$ cat src/rtl/arr_reg_bank_loader_pkg.sv
// Shared types and helpers for the bank-register loader: FSM states,
// release-mode constants and a constant-foldable ceil(log2) helper.
package arr_reg_pkg;

    typedef enum logic [1:0] {
        IDLE = 2'd0,
        EMIT = 2'd1,
        DONE = 2'd2
    } state_t;

    localparam int EMIT_STAGGER = 0;
    localparam int EMIT_ALL     = 1;

    function automatic int clog2(input int value);
        int r;
        r = 0;
        while ((1 << r) < value) begin
            r = r + 1;
        end
        return r;
    endfunction

endpackage

$ cat src/rtl/arr_reg_bank.sv
// One bank of WORDS_PER_BANK word registers; contents are visible on
// out_data only once the bank has been released (freeze high).
module arr_reg_bank
    import arr_reg_pkg::*;
#(
    parameter int DATA_W         = 32,
    parameter int WORDS_PER_BANK = 4,
    parameter int WSEL_W         = 2
) (
    input  logic                             clk,
    input  logic                             rst_n,
    input  logic                             clr,
    input  logic                             wr_en,
    input  logic [WSEL_W-1:0]                wr_sel,
    input  logic [DATA_W-1:0]                wr_data,
    input  logic                             freeze,
    output logic [WORDS_PER_BANK*DATA_W-1:0] out_data
);

    logic [DATA_W-1:0] words [WORDS_PER_BANK];

    // freeze reflects the release state before this edge, so a write landing
    // on the release edge itself still goes in.
    always_ff @(posedge clk or negedge rst_n) begin
        if (!rst_n) begin
            for (int w = 0; w < WORDS_PER_BANK; w++) begin
                words[w] <= '0;
            end
        end else if (clr) begin
            for (int w = 0; w < WORDS_PER_BANK; w++) begin
                words[w] <= '0;
            end
        end else if (wr_en && !freeze) begin
            words[wr_sel] <= wr_data;
        end
    end

    always_comb begin
        out_data = '0;
        for (int w = 0; w < WORDS_PER_BANK; w++) begin
            if (freeze) begin
                out_data[w*DATA_W +: DATA_W] = words[w];
            end
        end
    end

endmodule

$ cat src/rtl/arr_reg_bank_loader.sv
// Bank-register array loader: collects words into banks, then releases the
// banks to the compute stage in order and freezes each released bank.
module arr_reg_bank_loader
    import arr_reg_pkg::*;
#(
    parameter int DATA_W         = 32,
    parameter int WORDS_PER_BANK = 4,
    parameter int NUM_BANKS      = 4,
    parameter int READY_AFTER    = 2,
    parameter int EMIT_MODE      = 0,
    localparam int WSEL_W = clog2(WORDS_PER_BANK),
    localparam int BSEL_W = (NUM_BANKS > 1) ? clog2(NUM_BANKS) : 1,
    localparam int IDX_W  = WSEL_W + BSEL_W
) (
    input  logic                                       clk,
    input  logic                                       rst_n,
    input  logic                                       clr,
    input  logic                                       start,
    input  logic                                       wr_valid,
    output logic                                       wr_ready,
    input  logic [IDX_W-1:0]                           wr_index,
    input  logic [DATA_W-1:0]                          wr_data,
    output logic [NUM_BANKS*WORDS_PER_BANK*DATA_W-1:0] out_data,
    output logic [NUM_BANKS-1:0]                       bank_emit,
    output logic                                       ready,
    output logic                                       done,
    output logic                                       wr_drop,
    output state_t                                     state_dbg
);

    localparam int                CNT_W      = clog2(NUM_BANKS + 1);
    localparam int                SEL_SPAN   = 1 << BSEL_W;
    localparam logic [BSEL_W:0]   BANK_LIMIT = (BSEL_W + 1)'(NUM_BANKS);
    localparam logic [CNT_W-1:0]  CNT_LAST   = CNT_W'(NUM_BANKS - 1);
    localparam logic [CNT_W-1:0]  CNT_MAX    = CNT_W'(NUM_BANKS);

    state_t               state, state_n;
    logic [CNT_W-1:0]     counter, counter_n;
    logic [NUM_BANKS-1:0] emit_n;
    logic                 ready_n, done_n, drop_n;
    logic [BSEL_W-1:0]    bank_sel;
    logic [WSEL_W-1:0]    word_sel;
    logic [SEL_SPAN-1:0]  emit_ext;
    logic                 in_range, accept;

    // Write handshake: a word transfers on any edge where wr_valid && wr_ready;
    // wr_ready depends only on wr_index and the current release flags, never
    // on wr_valid. A request seen with wr_ready low is dropped, not retried.
    assign bank_sel  = wr_index[IDX_W-1 -: BSEL_W];
    assign word_sel  = wr_index[WSEL_W-1:0];
    assign emit_ext  = SEL_SPAN'(bank_emit);
    assign in_range  = {1'b0, bank_sel} < BANK_LIMIT;
    assign wr_ready  = in_range && !emit_ext[bank_sel];
    assign accept    = wr_valid && wr_ready;
    assign state_dbg = state;

    always_comb begin
        state_n   = state;
        counter_n = counter;
        emit_n    = bank_emit;
        case (state)
            IDLE: begin
                if (start) begin
                    if (EMIT_MODE == EMIT_ALL) begin
                        emit_n    = '1;
                        counter_n = CNT_MAX;
                        state_n   = DONE;
                    end else begin
                        emit_n[0] = 1'b1;
                        counter_n = CNT_W'(1);
                        state_n   = (NUM_BANKS == 1) ? DONE : EMIT;
                    end
                end
            end
            EMIT: begin
                for (int b = 0; b < NUM_BANKS; b++) begin
                    if (counter == CNT_W'(b)) begin
                        emit_n[b] = 1'b1;
                    end
                end
                if (counter != CNT_MAX) begin
                    counter_n = counter + CNT_W'(1);
                end
                if (counter == CNT_LAST) begin
                    state_n = DONE;
                end
            end
            default: ;
        endcase
        // Banks release strictly in index order, so one flag stands for the count.
        ready_n = ready | emit_n[READY_AFTER-1];
        done_n  = done | emit_n[NUM_BANKS-1];
        drop_n  = wr_drop | (wr_valid & ~wr_ready);
    end

    always_ff @(posedge clk or negedge rst_n) begin
        if (!rst_n) begin
            state     <= IDLE;
            counter   <= '0;
            bank_emit <= '0;
            ready     <= 1'b0;
            done      <= 1'b0;
            wr_drop   <= 1'b0;
        end else if (clr) begin
            state     <= IDLE;
            counter   <= '0;
            bank_emit <= '0;
            ready     <= 1'b0;
            done      <= 1'b0;
            wr_drop   <= 1'b0;
        end else begin
            state     <= state_n;
            counter   <= counter_n;
            bank_emit <= emit_n;
            ready     <= ready_n;
            done      <= done_n;
            wr_drop   <= drop_n;
        end
    end

    for (genvar b = 0; b < NUM_BANKS; b++) begin : g_bank
        arr_reg_bank #(
            .DATA_W         (DATA_W),
            .WORDS_PER_BANK (WORDS_PER_BANK),
            .WSEL_W         (WSEL_W)
        ) u_bank (
            .clk      (clk),
            .rst_n    (rst_n),
            .clr      (clr),
            .wr_en    (accept && (bank_sel == BSEL_W'(b))),
            .wr_sel   (word_sel),
            .wr_data  (wr_data),
            .freeze   (bank_emit[b]),
            .out_data (out_data[b*WORDS_PER_BANK*DATA_W +: WORDS_PER_BANK*DATA_W])
        );
    end

endmodule

$ cat config.mk
export PLATFORM = sky130hd
export DESIGN_NAME = arr_reg_bank_loader
export DESIGN_NICKNAME = d
export VERILOG_FILES = /design/src/rtl/arr_reg_bank_loader_pkg.sv /design/src/rtl/arr_reg_bank.sv /design/src/rtl/arr_reg_bank_loader.sv
export SDC_FILE = /design/constraint.sdc
export NUM_CORES = 1
export LEC_CHECK = 0
export CAP_MARGIN = 20
export CORE_UTILIZATION = 48
export CTS_BUF_LIST = sky130_fd_sc_hd__clkbuf_8
export DETAILED_ROUTE_END_ITERATION = 10
export GPL_TIMING_DRIVEN = 0
export PLACE_DENSITY = 0.84
export SLEW_MARGIN = 20
export SYNTH_ARGS = -nofsm -noshare
export SYNTH_HDL_FRONTEND = slang
export SYNTH_SLANG_ARGS = --single-unit
$ cat constraint.sdc
create_clock -name clk -period 1.6 [get_ports clk]
set_input_delay 0.32 -clock clk [delete_from_list [all_inputs] [get_ports clk]]
set_output_delay 0.32 -clock clk [all_outputs]
set_load 0.005 [all_outputs]
; ---- Word level (Yosys, flattened, before mapping)
; Index checks and enable logic that the tools add are counted.
[classes]
addsub = 1
magnitude_cmp = 3
n_eq_ne = 12
muxes = 51
bitwise_logic = 5
reduce_logical = 29
[op_table]
columns = op, count
row1 = $mux W128, 8
row2 = $mux W32, 17
row3 = $bwmux W128, 4
row4 = $demux W32 S2, 1
row5 = $ne A3 B3 Y1 const B, 5
row6 = $mux W3, 4
row7 = $reduce_bool A2 Y1, 6
row8 = $logic_and A1 B1 Y1, 10
row9 = $mux W1, 9
row10 = $reduce_and A3 Y1, 3
row11 = $eq A3 B2 Y1 const B, 2
row12 = $mux W2, 3
row13 = $pmux W3 S2, 1
row14 = $logic_not A1 Y1, 5
row15 = $eq A2 B1 Y1 const B, 2
row16 = $eq A2 B2 Y1 const B, 2
row17 = $logic_not A2 Y1, 2
row18 = $mux W4, 1
row19 = $pmux W2 S2, 1
row20 = $add A3 B1 Y3 const B, 1
row21 = $eq A3 B1 Y1 const B, 1
row22 = $ge A3 B3 Y1 const B, 1
row23 = $logic_not A3 Y1, 1
row24 = $lt A2 B3 Y1 const B, 1
row25 = other kinds (8), 10
[word_totals]
regBits = 524
out_inout_bits = 522
elab_cells = 125

; ---- Logic depth before layout (Yosys ltp)
; Gate-level depths: netlist (run 1).
[depth]
word_depth = 8
ltp_mapped = 6

; ---- By module
; Synthesis (run 1) repeated with hierarchy kept, for this count alone.
[unflattened]
hier_cells = 2445
area_unflattened_um2 = 26820.7
[modules_own_cells]
columns = mod, n_inst, cells_per_inst, area_each_um2, seq_area_each_um2
row1 = arr_reg_bank, 4, 595, 6540.0, 3203.1
row2 = arr_reg_bank_loader, 1, 65, 660.6, 300.3

; ---- Worst setup path after synthesis (run 1)
; OpenSTA, ideal clock, no wires.
[synth_path]
path_type = register to register
startpoint = reg bank_emit[3]
endpoint = reg g_bank[3].u_bank.words[100] in the netlist's numbering
setup_ns = 0.137
arrival_ns = 1.518
path_slack_ns = -0.055
stages_incl_launch_ff = 6
period_less_slack_ns = 1.655
cell_sequence = dfrtp_1 > clkbuf_1 > or4_1 > buf_2 > buf_2 > mux2i_1
[synth_via]
elab_chain_cells = 7
elab_cells_between_ends = 8
classes_between = mux (2) / reduce/logical (6)
[synth_rtl]
columns = item, line
row1 = start: declaration, arr_reg_bank_loader.sv:24  ; output logic [NUM_BANKS-1:0] bank_emit,
row2 = start signal: assignment, arr_reg_bank_loader.sv:114  ; bank_emit <= emit_n;
row3 = $bmux W1 S2, arr_reg_bank_loader.sv:53  ; assign wr_ready = in_range && !emit_ext[bank_sel];
row4 = $mux W1 (not written as such), arr_reg_bank_loader.sv:53
row5 = $logic_not A1 Y1, arr_reg_bank_loader.sv:53
row6 = $logic_and A1 B1 Y1, arr_reg_bank_loader.sv:54  ; assign accept = wr_valid && wr_ready;
row7 = $logic_and A1 B1 Y1, arr_reg_bank_loader.sv:130  ; .wr_en (accept && (bank_sel == BSEL_W'(b))),
row8 = $logic_and A1 B1 Y1 *, arr_reg_bank.sv:33  ; end else if (wr_en && !freeze) begin
row9 = $reduce_bool A2 Y1 (no source line) *, n/a
row10 = end signal: indexed assignment, arr_reg_bank.sv:34  ; words[wr_sel] <= wr_data;
row11 = end: declaration, arr_reg_bank.sv:20  ; logic [DATA_W-1:0] words [WORDS_PER_BANK];
; Mark *: on every way between the ends. The rest lies on a longest branch, timed or not. The select of a mux whose other input is x is not followed.
; A chain may end at the register's enable or synchronous reset.

; ---- Worst setup path after layout (run 1)
[layout_path]
startpoint = reg bank_emit[2]
endpoint = out out_data[260]
[layout_via]
elab_chain_cells = 1
[layout_rtl]
columns = item, line
row1 = $mux W32, arr_reg_bank.sv:41  ; if (freeze) begin
row2 = end: declaration, arr_reg_bank_loader.sv:23  ; output logic [NUM_BANKS*WORDS_PER_BANK*DATA_W-1:0] out_data,
; No other way between the ends.

==> metrics.sh, run 1 <==
STATUS='finished, violations left'
VIOLATIONS='hold timing, setup timing'
SLEW_HEADROOM_PCT=22.1
GRT_OVERFLOW=0
CHIPWIDTH_UM=236
DR.PASS1.ITERS=6
REPORT.FINAL.HOLD_VIOL_COUNT=59
NUMCTSBUFFERS=88
FINALWIRELENGTH_UM=102000
PLACE.DETAILED.INSTANCES=3668
CORE_AREA_SQ_UM=54000
TIMING_MAX_TRANSITION_VIOLATIONS_FINAL=0
GRT.TOTAL_USAGE_PCT=35.1
FIN_WORST_HOLD_SLACK_NS=-0.430
SYNTH_TO_FINAL_AREA_CHANGE_PCT=40.1
FIN_CELLS=3950
MAX_CLOCK_FREQ_GHz=0.383
SEQ_AREA_FRAC_SYNTH_PCT=49.8
CTS_TREE='built'
EFFECTIVE_UTILIZATION_AT_FLOORPLAN_PCT=48.7
SYN-INSTANCE-COUNT=2406
POWERDENSITY_nW_PER_UM2=769
TIMING.REG2REG.SETUP_SLACK_NS=-0.70
DRIVE_ABOVE_1_SHARE_PCT=24.4
WORST_PIN_SLEW_NS=1.17
REQUIRED_TIME_WORST_ENDPOINT_NS=1.28
FINAL_CORE_UTILIZATION_PCT=68.3
LARGEST_NET_DEGREE_AT_THE_START_OF_GLOBAL_ROUTING=101
PORTS_PLACED_ON_THE_BOUNDARY=563
ROUTED_VIA_DENSITY=5.46
SYNTH.TOP_CELLS.BY_AREA='sky130_fd_sc_hd__dfrtp_1 (50%), sky130_fd_sc_hd__mux2i_1 (20%), sky130_fd_sc_hd__nand2b_1 (13%)'
CRITICAL_PATH_CLASS='register to primary output'
PORT_BUFFERS=560
DRCVIOLATIONCOUNT=0
FINAL_MIN_PERIOD_OVER_CLOCK_PERIOD_PCT=163
DP_SLACK_NS=-1.69
RSZ0062_AT_GRT='yes'
FIRST_GLOBAL_VIAS=22325
YOSYSTOPAREACELL='sky130_fd_sc_hd__dfrtp_1'
MAX-CLOCK-PATH-BUFFERS=3
CLOCK_SKEW_NS=0.0310
FINAL_NETS=3230
SYNTH_FP_NETS=2452
CLK_TRANSITION_REPORTED_PATHS_NS=0.06
DRT-INITIAL-DRC-COUNT=1319
GRT_PASS1_WL_UM=144000
POWER.LEAKAGE_nW=20.4
YS.WARNINGS.COUNT=0
CP_MAX_FO=5
MOST-COMMON-LAYOUT-CELLS='sky130_fd_sc_hd__nand2b_1 (545), sky130_fd_sc_hd__dfrtp_1 (521), sky130_fd_sc_hd__mux2i_1 (513), sky130_fd_sc_hd__and2_1 (332), sky130_fd_sc_hd__clkdlybuf4s50_1 (261)'
NUMBER_OF_SINKS_HANDLED_BY_CLOCK_TREE_SYNTHESIS=524
ASYNC_RESET_FF_SHARE_PCT=100
ANTENNA_VIOLATIONS_BEFORE_REPAIR=4
MOST_FREQUENT_STANDARD_CELL_IN_THE_LAYOUT_EXCLUDING_FILL_AND_TAP_CELLS='sky130_fd_sc_hd__nand2b_1'
POST_SYNTH.CELL_AREA_AVG_SQ_UM=10.9
CLK_ROOT_BUFFER_CELL='sky130_fd_sc_hd__clkbuf_8'
POST-DP-HPWL_UM=70000
WORST_SKEW_PAIR.LATE_LATENCY_NS=0.71
WORST_SLACK_NS=-1.01
ROUTE.ANTENNA.REMAINING_NETS=0
POWER.IR.VDD_WORST_V=0.000703
PLACE_CONGESTION=0.936
FINALSETUPTNS_NS=-644.75
WORST_HOLD_PATH_TYPE='primary input to asynchronous set/reset pin'
SETUP_VIOL_COUNT_FINAL=1042
WORSTSETUPSTARTPOINTTYPE='register'
POST_SYNTH_NUM_CELL_TYPES=38
N_FILL_CELL=3915
ROUTE.VIAS.TOTAL=21581
FLOORPLAN.DIE_AREA_SQ_UM=55800
WORST-ENDPOINT-ARRIVAL_NS=2.29
ROUTED_WIRE_LENGTH_PER_INSTANCE_UM=25.8
WORST_SETUP_PATH_END_KIND='primary output'
SYNTH.FF_LATCH_COUNT=524
SYNTH_FLOP_CELL='sky130_fd_sc_hd__dfrtp_1'
SYNTH-EDFF-COUNT=0
DIE_H_UM=236
NETLIST_AREA_SQ_UM=26300
PLACEMENTROWS=85
CAP_VIOL_MAX_COUNT=0
NETLIST.AREA_LEADER.SHARE_PCT=49.8
TIMING.FINAL.CRIT_PERIOD_NS=2.61
HTREE_NUM_LEVELS=3
## layout make-up
class | count | area, sq um | area share (%)
diodes | 2 | 5.00 | 0.0136
flip-flops and latches | 524 | 13100 | 35.6
well taps | 696 | 871 | 2.36
inverters | 8 | 30.0 | 0.0814
clock inverters | 45 | 204 | 0.553
plain buffers | 243 | 1740 | 4.71
multi-input cells | 1631 | 12600 | 34.2
clock buffers | 113 | 1560 | 4.22
repair buffers | 688 | 6760 | 18.3
## sequential cells by signal, indices dropped and copies added (netlist names)
signal,flops
g_bank.u_bank.words,512
bank_emit,4
counter,3
state_dbg,2
done,1
ready,1
wr_drop,1
## power breakdown
group / switching, mW / total [mW] / leakage, nW / internal, mW
sequential: 0.118 / 13.5 / 7.29 / 13.4
combinational: 1.61 / 2.77 / 12.1 / 1.16
clock: 5.74 / 12.1 / 1.03 / 6.33
total: 7.47 / 28.4 / 20.4 / 20.9
## per-layer routing
metal | track usage [%] | share of wire [%] | up-vias
met5 | 0 | 0 | -
met1 | 43.2 | 39 | 11024
met3 | 9.41 | 8.6 | 250
met2 | 57.0 | 48 | 1060
li1 | - | - | 9247
met4 | 17.0 | 5.1 | 0
## worst max-delay path, stage by stage, from the launching register on
cell and delay (ns):
sky130_fd_sc_hd__dfrtp_2 0.48, sky130_fd_sc_hd__buf_6 0.15, sky130_fd_sc_hd__buf_8 0.12, sky130_fd_sc_hd__buf_4 0.12, sky130_fd_sc_hd__and2_1 0.15, sky130_fd_sc_hd__clkdlybuf4s50_1 0.58
## stage by stage
| stage | power, mW | hold WS, ns | area [sq um] |
|---|---|---|---|
| after floorplan | 14.7 | 0.0244 | 26300 |
| after global placement | 15.8 | 0.509 | 32800 |
| after detailed placement | 15.9 | 0.290 | 33000 |
| after CTS | 28.2 | -0.463 | 36000 |
| after global routing | 29.2 | -0.407 | 36900 |
| final | 28.4 | -0.430 | 36900 |
## synthesized netlist by cell type (all sizes together) (2+ instances only)
| cell | number |
|---|---|
| dfrtp | 524 |
| nand2 | 11 |
| nor2 | 7 |
| clkbuf | 186 |
| and2 | 512 |
| ha | 5 |
| inv | 8 |
| mux2i | 513 |
| or3b | 2 |
| nor2b | 3 |
| nand3 | 4 |
| nor4b | 2 |
| nand2b | 545 |
| buf | 57 |
| a21oi | 8 |
## kinds of logic after synthesis
kind of cell,count (synthesis),synth area share (%)
buffers and inverters,251,3.99
AOI/OAI and AO/OA,17,0.409
muxes,514,19.6
DFF,524,49.8
adders and majority gates,5,0.238
and+or+nand+nor,1095,26.0
## final timing paths
kind / startpoint / end / depth (start not counted)
setup / recovery: bank_emit[2] / out_data[260] / 5
hold / removal: rst_n / g_bank[1].u_bank.words[101] / 1
setup reg to reg: bank_emit[1] / g_bank[1].u_bank.words[10] / 5
hold reg to reg: ready / ready / 2
max in group asynchronous: rst_n / bank_emit[0] / 4
min in group clk: wr_index[0] / g_bank[3].u_bank.words[34] / 4
## timing repair
item / 4_1_cts / 5_1_grt
pin swaps: 0 / 1
gates cloned: 9 / 17
resized for setup: 786 / 608
buffers inserted: 46 / 54
hold endpoints to repair: 59 / 59
endpoints found under the setup margin: 1018 / 1043
Power figures use the tool's default switching activity.
==> inputs of run 2 (changes only) <==
--- a/config.mk
+++ b/config.mk
@@ -6,6 +6,7 @@
 export NUM_CORES = 1
 export LEC_CHECK = 0
 export CAP_MARGIN = 20
+export CORE_ASPECT_RATIO = 0.5
 export CORE_UTILIZATION = 48
 export CTS_BUF_LIST = sky130_fd_sc_hd__clkbuf_8
 export DETAILED_ROUTE_END_ITERATION = 10
==> metrics.sh, run 2 (synthesis gave the netlist of run 1 again) <==
POWER.LEAKAGE_nW=21.2
DIE_H_UM=168
CRITICAL_PATH.MAX_STAGE_DELAY_NS=0.52
PORTS_PLACED_ON_THE_BOUNDARY=563
N_FILL_CELL=3662
WORST_SKEW_PAIR.LATE_LATENCY_NS=0.66
R2R-END='g_bank[3].u_bank.words[75]'
POWERDENSITY_nW_PER_UM2=728
DR.PASS1.ITERS=5
FINALSETUPTNS_NS=-674.78
LARGEST_NET_DEGREE_AT_THE_START_OF_GLOBAL_ROUTING=94
MOST-COMMON-LAYOUT-CELLS='sky130_fd_sc_hd__nand2b_1 (545), sky130_fd_sc_hd__dfrtp_1 (521), sky130_fd_sc_hd__mux2i_1 (512), sky130_fd_sc_hd__and2_1 (285), sky130_fd_sc_hd__and2_4 (227)'
P_INT_mW=20.1
CLOCK_SKEW_NS=0.0286
VIOLATIONS='setup timing'
TIMING.REG2REG.SETUP_SLACK_NS=-0.72
HOLD-PATH-ENDPOINT='g_bank[0].u_bank.words[31]'
POWER.COMBINATIONAL.FRACTION_PCT=10.0
WORST_R2R_STARTPOINT='bank_emit[3]'
MAX_FLOP_REGISTER='g_bank.u_bank.words'
PATH_CELLS='clkbuf_16 > clkbuf_8 > and2_1 > clkdlybuf4s50_1'
REPORT.FINAL.HOLD_VIOL_COUNT=0
MAX-CLOCK-PATH-BUFFERS=3
SLEW_HEADROOM_PCT=39.9
DRCVIOLATIONCOUNT=0
TIMING_MAX_TRANSITION_VIOLATIONS_FINAL=0
CLOCK_POWER_SHARE_PCT=40.3
GRT_PASS1_WL_UM=138000
SWSHARE_PCT=26.3
TIMING.FINAL.CRIT_PERIOD_NS=2.56
CAP_VIOL_MAX_COUNT=0
HTREE_NUM_LEVELS=3
FLOORPLAN.DIE_AREA_SQ_UM=55900
REQUIRED_TIME_WORST_ENDPOINT_NS=1.28
ROUTE.ANTENNA.REMAINING_NETS=0
CLK_ROOT_BUFFER_CELL='sky130_fd_sc_hd__clkbuf_8'
LARGEST_REG_FLOPS=512
RR_WORST_DEPTH=7
ROUTED_WIRE_LENGTH_PER_INSTANCE_UM=24.5
PORT_BUFFERS=560
ROUTED_VIA_DENSITY=5.47
WORST_PIN_SLEW_NS=0.902
DP_SLACK_NS=-1.33
REG.LARGEST.LIST='g_bank.u_bank.words: 512 flops, bank_emit: 4 flops, counter: 3 flops'
RSZ0062_AT_GRT='yes'
CHIPWIDTH_UM=333
WORST_SLACK_NS=-0.955
DRIVE_ABOVE_1_SHARE_PCT=27.2
WORSTSETUPSTARTPOINTTYPE='register'
CTS_TREE='built'
CRITICAL_PATH_CLASS='register to primary output'
GRT.TOTAL_USAGE_PCT=33.0
CP_MAX_FO=10
NUMCTSBUFFERS=77
FINAL_CORE_UTILIZATION_PCT=69.3
WORST_SETUP_PATH_END_KIND='primary output'
PLACEMENTROWS=60
CLK_TRANSITION_REPORTED_PATHS_NS=0.06
NUMBER_OF_SINKS_HANDLED_BY_CLOCK_TREE_SYNTHESIS=524
WORST-ENDPOINT-ARRIVAL_NS=2.24
CORE_AREA_SQ_UM=54000
POST-DP-HPWL_UM=66800
FINAL_CELL_AREA_SQ_UM=37400
SWITCHINGPOWER_mW=7.15
PLACED_AREA_SQ_UM=33000
POWER.IR.VDD_WORST_V=0.000640
MAX_CLOCK_FREQ_GHz=0.391
GRT_OVERFLOW=0
ANTENNA_VIOLATIONS_BEFORE_REPAIR=7
FINAL_MIN_PERIOD_OVER_CLOCK_PERIOD_PCT=160
EFFECTIVE_UTILIZATION_AT_FLOORPLAN_PCT=48.8
SHARE_SEQ_OF_TOTAL_POWER_PCT=49.7
FINAL_NETS=3245
HOLD_DEPTH=4
STATUS='finished, violations left'
SETUP_VIOL_COUNT_FINAL=1214
DRT-INITIAL-DRC-COUNT=1661
MOST_FREQUENT_STANDARD_CELL_IN_THE_LAYOUT_EXCLUDING_FILL_AND_TAP_CELLS='sky130_fd_sc_hd__nand2b_1'
ROUTE.VIAS.TOTAL=21681
WORST_HOLD_PATH_TYPE='primary input to register'
FINALWIRELENGTH_UM=97000
PLACE_CONGESTION=0.894
FIRST_GLOBAL_VIAS=22439
CRIT_SLOWEST_CELL='sky130_fd_sc_hd__clkdlybuf4s50_1'
MIN_FROM='wr_index[0]'
SYNTH_TO_FINAL_AREA_CHANGE_PCT=42.1
==> run 2: area by class of cell <==
cell class | instances | area (sq um) | area share [%]
repair buffers | 719 | 7210 | 19.3
clock buffers | 95 | 1310 | 3.50
inverters | 8 | 30.0 | 0.0803
multi-input cells | 1631 | 12800 | 34.2
plain buffers | 238 | 1890 | 5.06
flip-flops and latches | 524 | 13100 | 35.1
diodes | 5 | 12.5 | 0.0335
clock inverters | 33 | 173 | 0.462
well taps | 713 | 892 | 2.39
==> run 2: worst max-delay path, delay by kind of cell (launching register included) <==
kind	cells	cell delay [ns]
and+or+nand+nor	1	0.19
buffers and inverters	3	0.91
DFF	1	0.45
==> run 2: how the worst max path moves through the flow <==
stage            startpoint  slack (ns)                          end  depth (start not counted)
2_1_floorplan  bank_emit[3]     -0.0004  g_bank[3].u_bank.words[100]                          5
3_3_place_gp          rst_n      -23.29  g_bank[2].u_bank.words[119]                          1
3_5_place_dp            clr       -1.33  g_bank[3].u_bank.words[116]                          6
4_1_cts        bank_emit[0]       -0.91                 out_data[43]                          4
5_1_grt        bank_emit[0]       -0.95                out_data[112]                          4
6_report       bank_emit[0]       -0.96                out_data[112]                          4
==> run 2: timing repair <==
| action | 4_1_cts | 5_1_grt |
|---|---|---|
| gates cloned | 14 | 9 |
| endpoints found under the setup margin | 1039 | 1284 |
| pin swaps | 0 | 1 |
| hold endpoints to repair | 91 | 91 |
| setup buffers | 73 | 52 |
| hold buffers | 5 | 1 |
| resized for setup | 1409 | 419 |
==> run 2: power by group through the flow <==
stage,sequential (mW),combinational [mW],clock (mW)
2_1_floorplan,13.7,1.02,0
3_3_place_gp,13.8,1.92,0
3_5_place_dp,13.8,2.08,0
4_1_cts,13.5,2.50,10.9
5_1_grt,13.5,2.86,11.6
6_report,13.5,2.73,11.0
==> run 2: metal layers <==
layer	track usage (%)	vias to the layer above	routed length (um)
li1	-	9275	-
met4	22.4	4	7630
met1	38.4	11098	36600
met5	0	-	29
met2	56.3	917	47800
met3	5.45	387	4960
==> run 2: stage by stage <==
step	instances	total power, mW	hold WS, ns
floorplan	2406	14.7	0.0244
global placement	3679	15.7	0.493
detailed placement	3686	15.8	0.214
CTS	3906	27.0	0.248
global route	3965	27.9	0.286
finish	3966	27.2	0.289
==> inputs of run 3 (changes only) <==
--- a/config.mk
+++ b/config.mk
@@ -9,6 +9,7 @@
 export CORE_ASPECT_RATIO = 0.5
 export CORE_UTILIZATION = 48
 export CTS_BUF_LIST = sky130_fd_sc_hd__clkbuf_8
+export CTS_CLUSTER_SIZE = 12
 export DETAILED_ROUTE_END_ITERATION = 10
 export GPL_TIMING_DRIVEN = 0
 export PLACE_DENSITY = 0.84
==> metrics.sh, run 3 (synthesis gave the netlist of run 1 again) <==
STATUS='finished, violations left'
VIOLATIONS='setup timing'
DRT-INITIAL-DRC-COUNT=1743
TIMING_MAX_TRANSITION_VIOLATIONS_FINAL=0
MOST_FREQUENT_STANDARD_CELL_IN_THE_LAYOUT_EXCLUDING_FILL_AND_TAP_CELLS='sky130_fd_sc_hd__nand2b_1'
FINAL_CELL_AREA_SQ_UM=37400
NUMCTSBUFFERS=77
MAX_CLOCK_FREQ_GHz=0.394
GRT.TOTAL_USAGE_PCT=33.0
PORTS_PLACED_ON_THE_BOUNDARY=563
GRT_OVERFLOW=0
FLOORPLAN.DIE_AREA_SQ_UM=55900
DIE_H_UM=168
CAP_VIOL_MAX_COUNT=0
PLACEMENTROWS=60
WORST_HOLD_PATH_TYPE='primary input to register'
DRIVE_ABOVE_1_SHARE_PCT=27.2
MOST-COMMON-LAYOUT-CELLS='sky130_fd_sc_hd__nand2b_1 (545), sky130_fd_sc_hd__dfrtp_1 (521), sky130_fd_sc_hd__mux2i_1 (512), sky130_fd_sc_hd__and2_1 (285), sky130_fd_sc_hd__and2_4 (227)'
CTS_TREE='built'
SYNTH_TO_FINAL_AREA_CHANGE_PCT=42.0
LARGEST_NET_DEGREE_AT_THE_START_OF_GLOBAL_ROUTING=94
ROUTE.VIAS.TOTAL=21660
POWERDENSITY_nW_PER_UM2=728
FIRST_GLOBAL_VIAS=22440
FINALWIRELENGTH_UM=96900
CLOCK_SKEW_NS=0.0298
CRIT_SLOWEST_CELL='sky130_fd_sc_hd__clkdlybuf4s50_1'
CRITICAL_PATH.MAX_STAGE_DELAY_NS=0.52
WORST-ENDPOINT-ARRIVAL_NS=2.22
CP_MAX_FO=10
RSZ0062_AT_GRT='yes'
EFFECTIVE_UTILIZATION_AT_FLOORPLAN_PCT=48.8
CORE_AREA_SQ_UM=54000
NUMBER_OF_SINKS_HANDLED_BY_CLOCK_TREE_SYNTHESIS=524
DR.PASS1.ITERS=5
REPORT.FINAL.HOLD_VIOL_COUNT=0
CRITICAL_PATH_CLASS='register to primary output'
CRITPATHTOPFAMILY='buffers and inverters'
PATH_CELLS='clkbuf_16 > clkbuf_8 > and2_1 > clkdlybuf4s50_1'
TIMING.REG2REG.SETUP_SLACK_NS=-0.74
REPORT.POWER.TOTAL_mW=27.2
HTREE_NUM_LEVELS=3
WORSTSETUPSTARTPOINTTYPE='register'
ROUTED_WIRE_LENGTH_PER_INSTANCE_UM=24.4
POWER.LEAKAGE_nW=21.2
MAX-CLOCK-PATH-BUFFERS=3
ANTENNA_VIOLATIONS_BEFORE_REPAIR=7
REG.LARGEST.LIST='g_bank.u_bank.words: 512 flops, bank_emit: 4 flops, counter: 3 flops'
FINAL_MIN_PERIOD_OVER_CLOCK_PERIOD_PCT=159
PLACE_CONGESTION=0.894
DRCVIOLATIONCOUNT=0
PORT_BUFFERS=560
FINAL_NETS=3245
TIMING.FINAL.CRIT_PERIOD_NS=2.54
SETUP_VIOL_COUNT_FINAL=1214
ROUTED_VIA_DENSITY=5.46
DP_SLACK_NS=-1.33
POWER.IR.VDD_WORST_V=0.000643
SLEW_HEADROOM_PCT=40.8
WORST_PIN_SLEW_NS=0.888
PLACED_AREA_SQ_UM=33000
POST-DP-HPWL_UM=66800
LARGEST_REG_FLOPS=512
WORST_SKEW_PAIR.LATE_LATENCY_NS=0.66
ROUTE.ANTENNA.REMAINING_NETS=0
MAX_FLOP_REGISTER='g_bank.u_bank.words'
CLK_ROOT_BUFFER_CELL='sky130_fd_sc_hd__clkbuf_8'
CHIPWIDTH_UM=333
FIN_WORST_HOLD_SLACK_NS=0.283
REQUIRED_TIME_WORST_ENDPOINT_NS=1.28
WORST_SETUP_PATH_END_KIND='primary output'
GRT_PASS1_WL_UM=138000
FINALSETUPTNS_NS=-672.73
BUF_INV_ON_CP=3
WORST_SLACK_NS=-0.940
CLK_TRANSITION_REPORTED_PATHS_NS=0.06
[run 3: final timing paths]
path	from	end	depth (start not counted)
min	wr_index[0]	g_bank[0].u_bank.words[31]	4
max	bank_emit[0]	out_data[112]	4
max in group asynchronous	rst_n	g_bank[0].u_bank.words[57]	9
min in group asynchronous	rst_n	g_bank[3].u_bank.words[16]	6
max reg2reg	bank_emit[3]	g_bank[3].u_bank.words[75]	7
min reg2reg	ready	ready	2
[run 3: per-layer routing]
| metal | up-vias | share of wire (%) | GRT usage, % |
|---|---|---|---|
| li1 | 9275 | - | - |
| met1 | 11110 | 38 | 38.4 |
| met2 | 887 | 49 | 56.3 |
| met3 | 384 | 5.3 | 5.45 |
| met4 | 4 | 7.8 | 22.4 |
| met5 | - | 0.027 | 0 |
[run 3: cell type report]
| class | count | area, sq um |
|---|---|---|
| fill | 3663 | 16600 |
| sequential | 524 | 13100 |
| multi-input combinational | 1631 | 12800 |
| timing repair buffer | 719 | 7210 |
| buffer | 238 | 1890 |
| clock buffer | 95 | 1310 |
| tap | 713 | 892 |
| clock inverter | 33 | 173 |
| inverter | 8 | 30.0 |
| antenna | 4 | 10.0 |
[run 3: worst reg2reg max path, delay by kind of cell, from the launching register on]
kind | cells | cell delay (ns)
flops | 1 | 0.40
buf+inv | 5 | 0.88
mux | 1 | 0.24
simple gates | 1 | 0.71
[run 3: metrics by stage]
step	util, %	instances
2_1_floorplan	-	2406
3_3_place_gp	60.8	3679
3_5_place_dp	61.2	3686
4_1_cts	67.5	3906
5_1_grt	69.3	3965
6_report	69.3	3965
[run 3: where the power goes]
| group | internal, mW | total (mW) | switching [mW] |
|---|---|---|---|
| clock | 5.49 | 11.0 | 5.48 |
| combinational | 1.17 | 2.73 | 1.56 |
| sequential | 13.4 | 13.5 | 0.115 |
[run 3: what timing repair did]
item                       4_1_cts  5_1_grt
hold endpoints to repair        91       91
setup buffers                   73       52
setup endpoints to repair     1039     1284
hold buffers                     5        1
pin swaps                        0        1
gates cloned                    14        9
gates resized for setup       1409      419
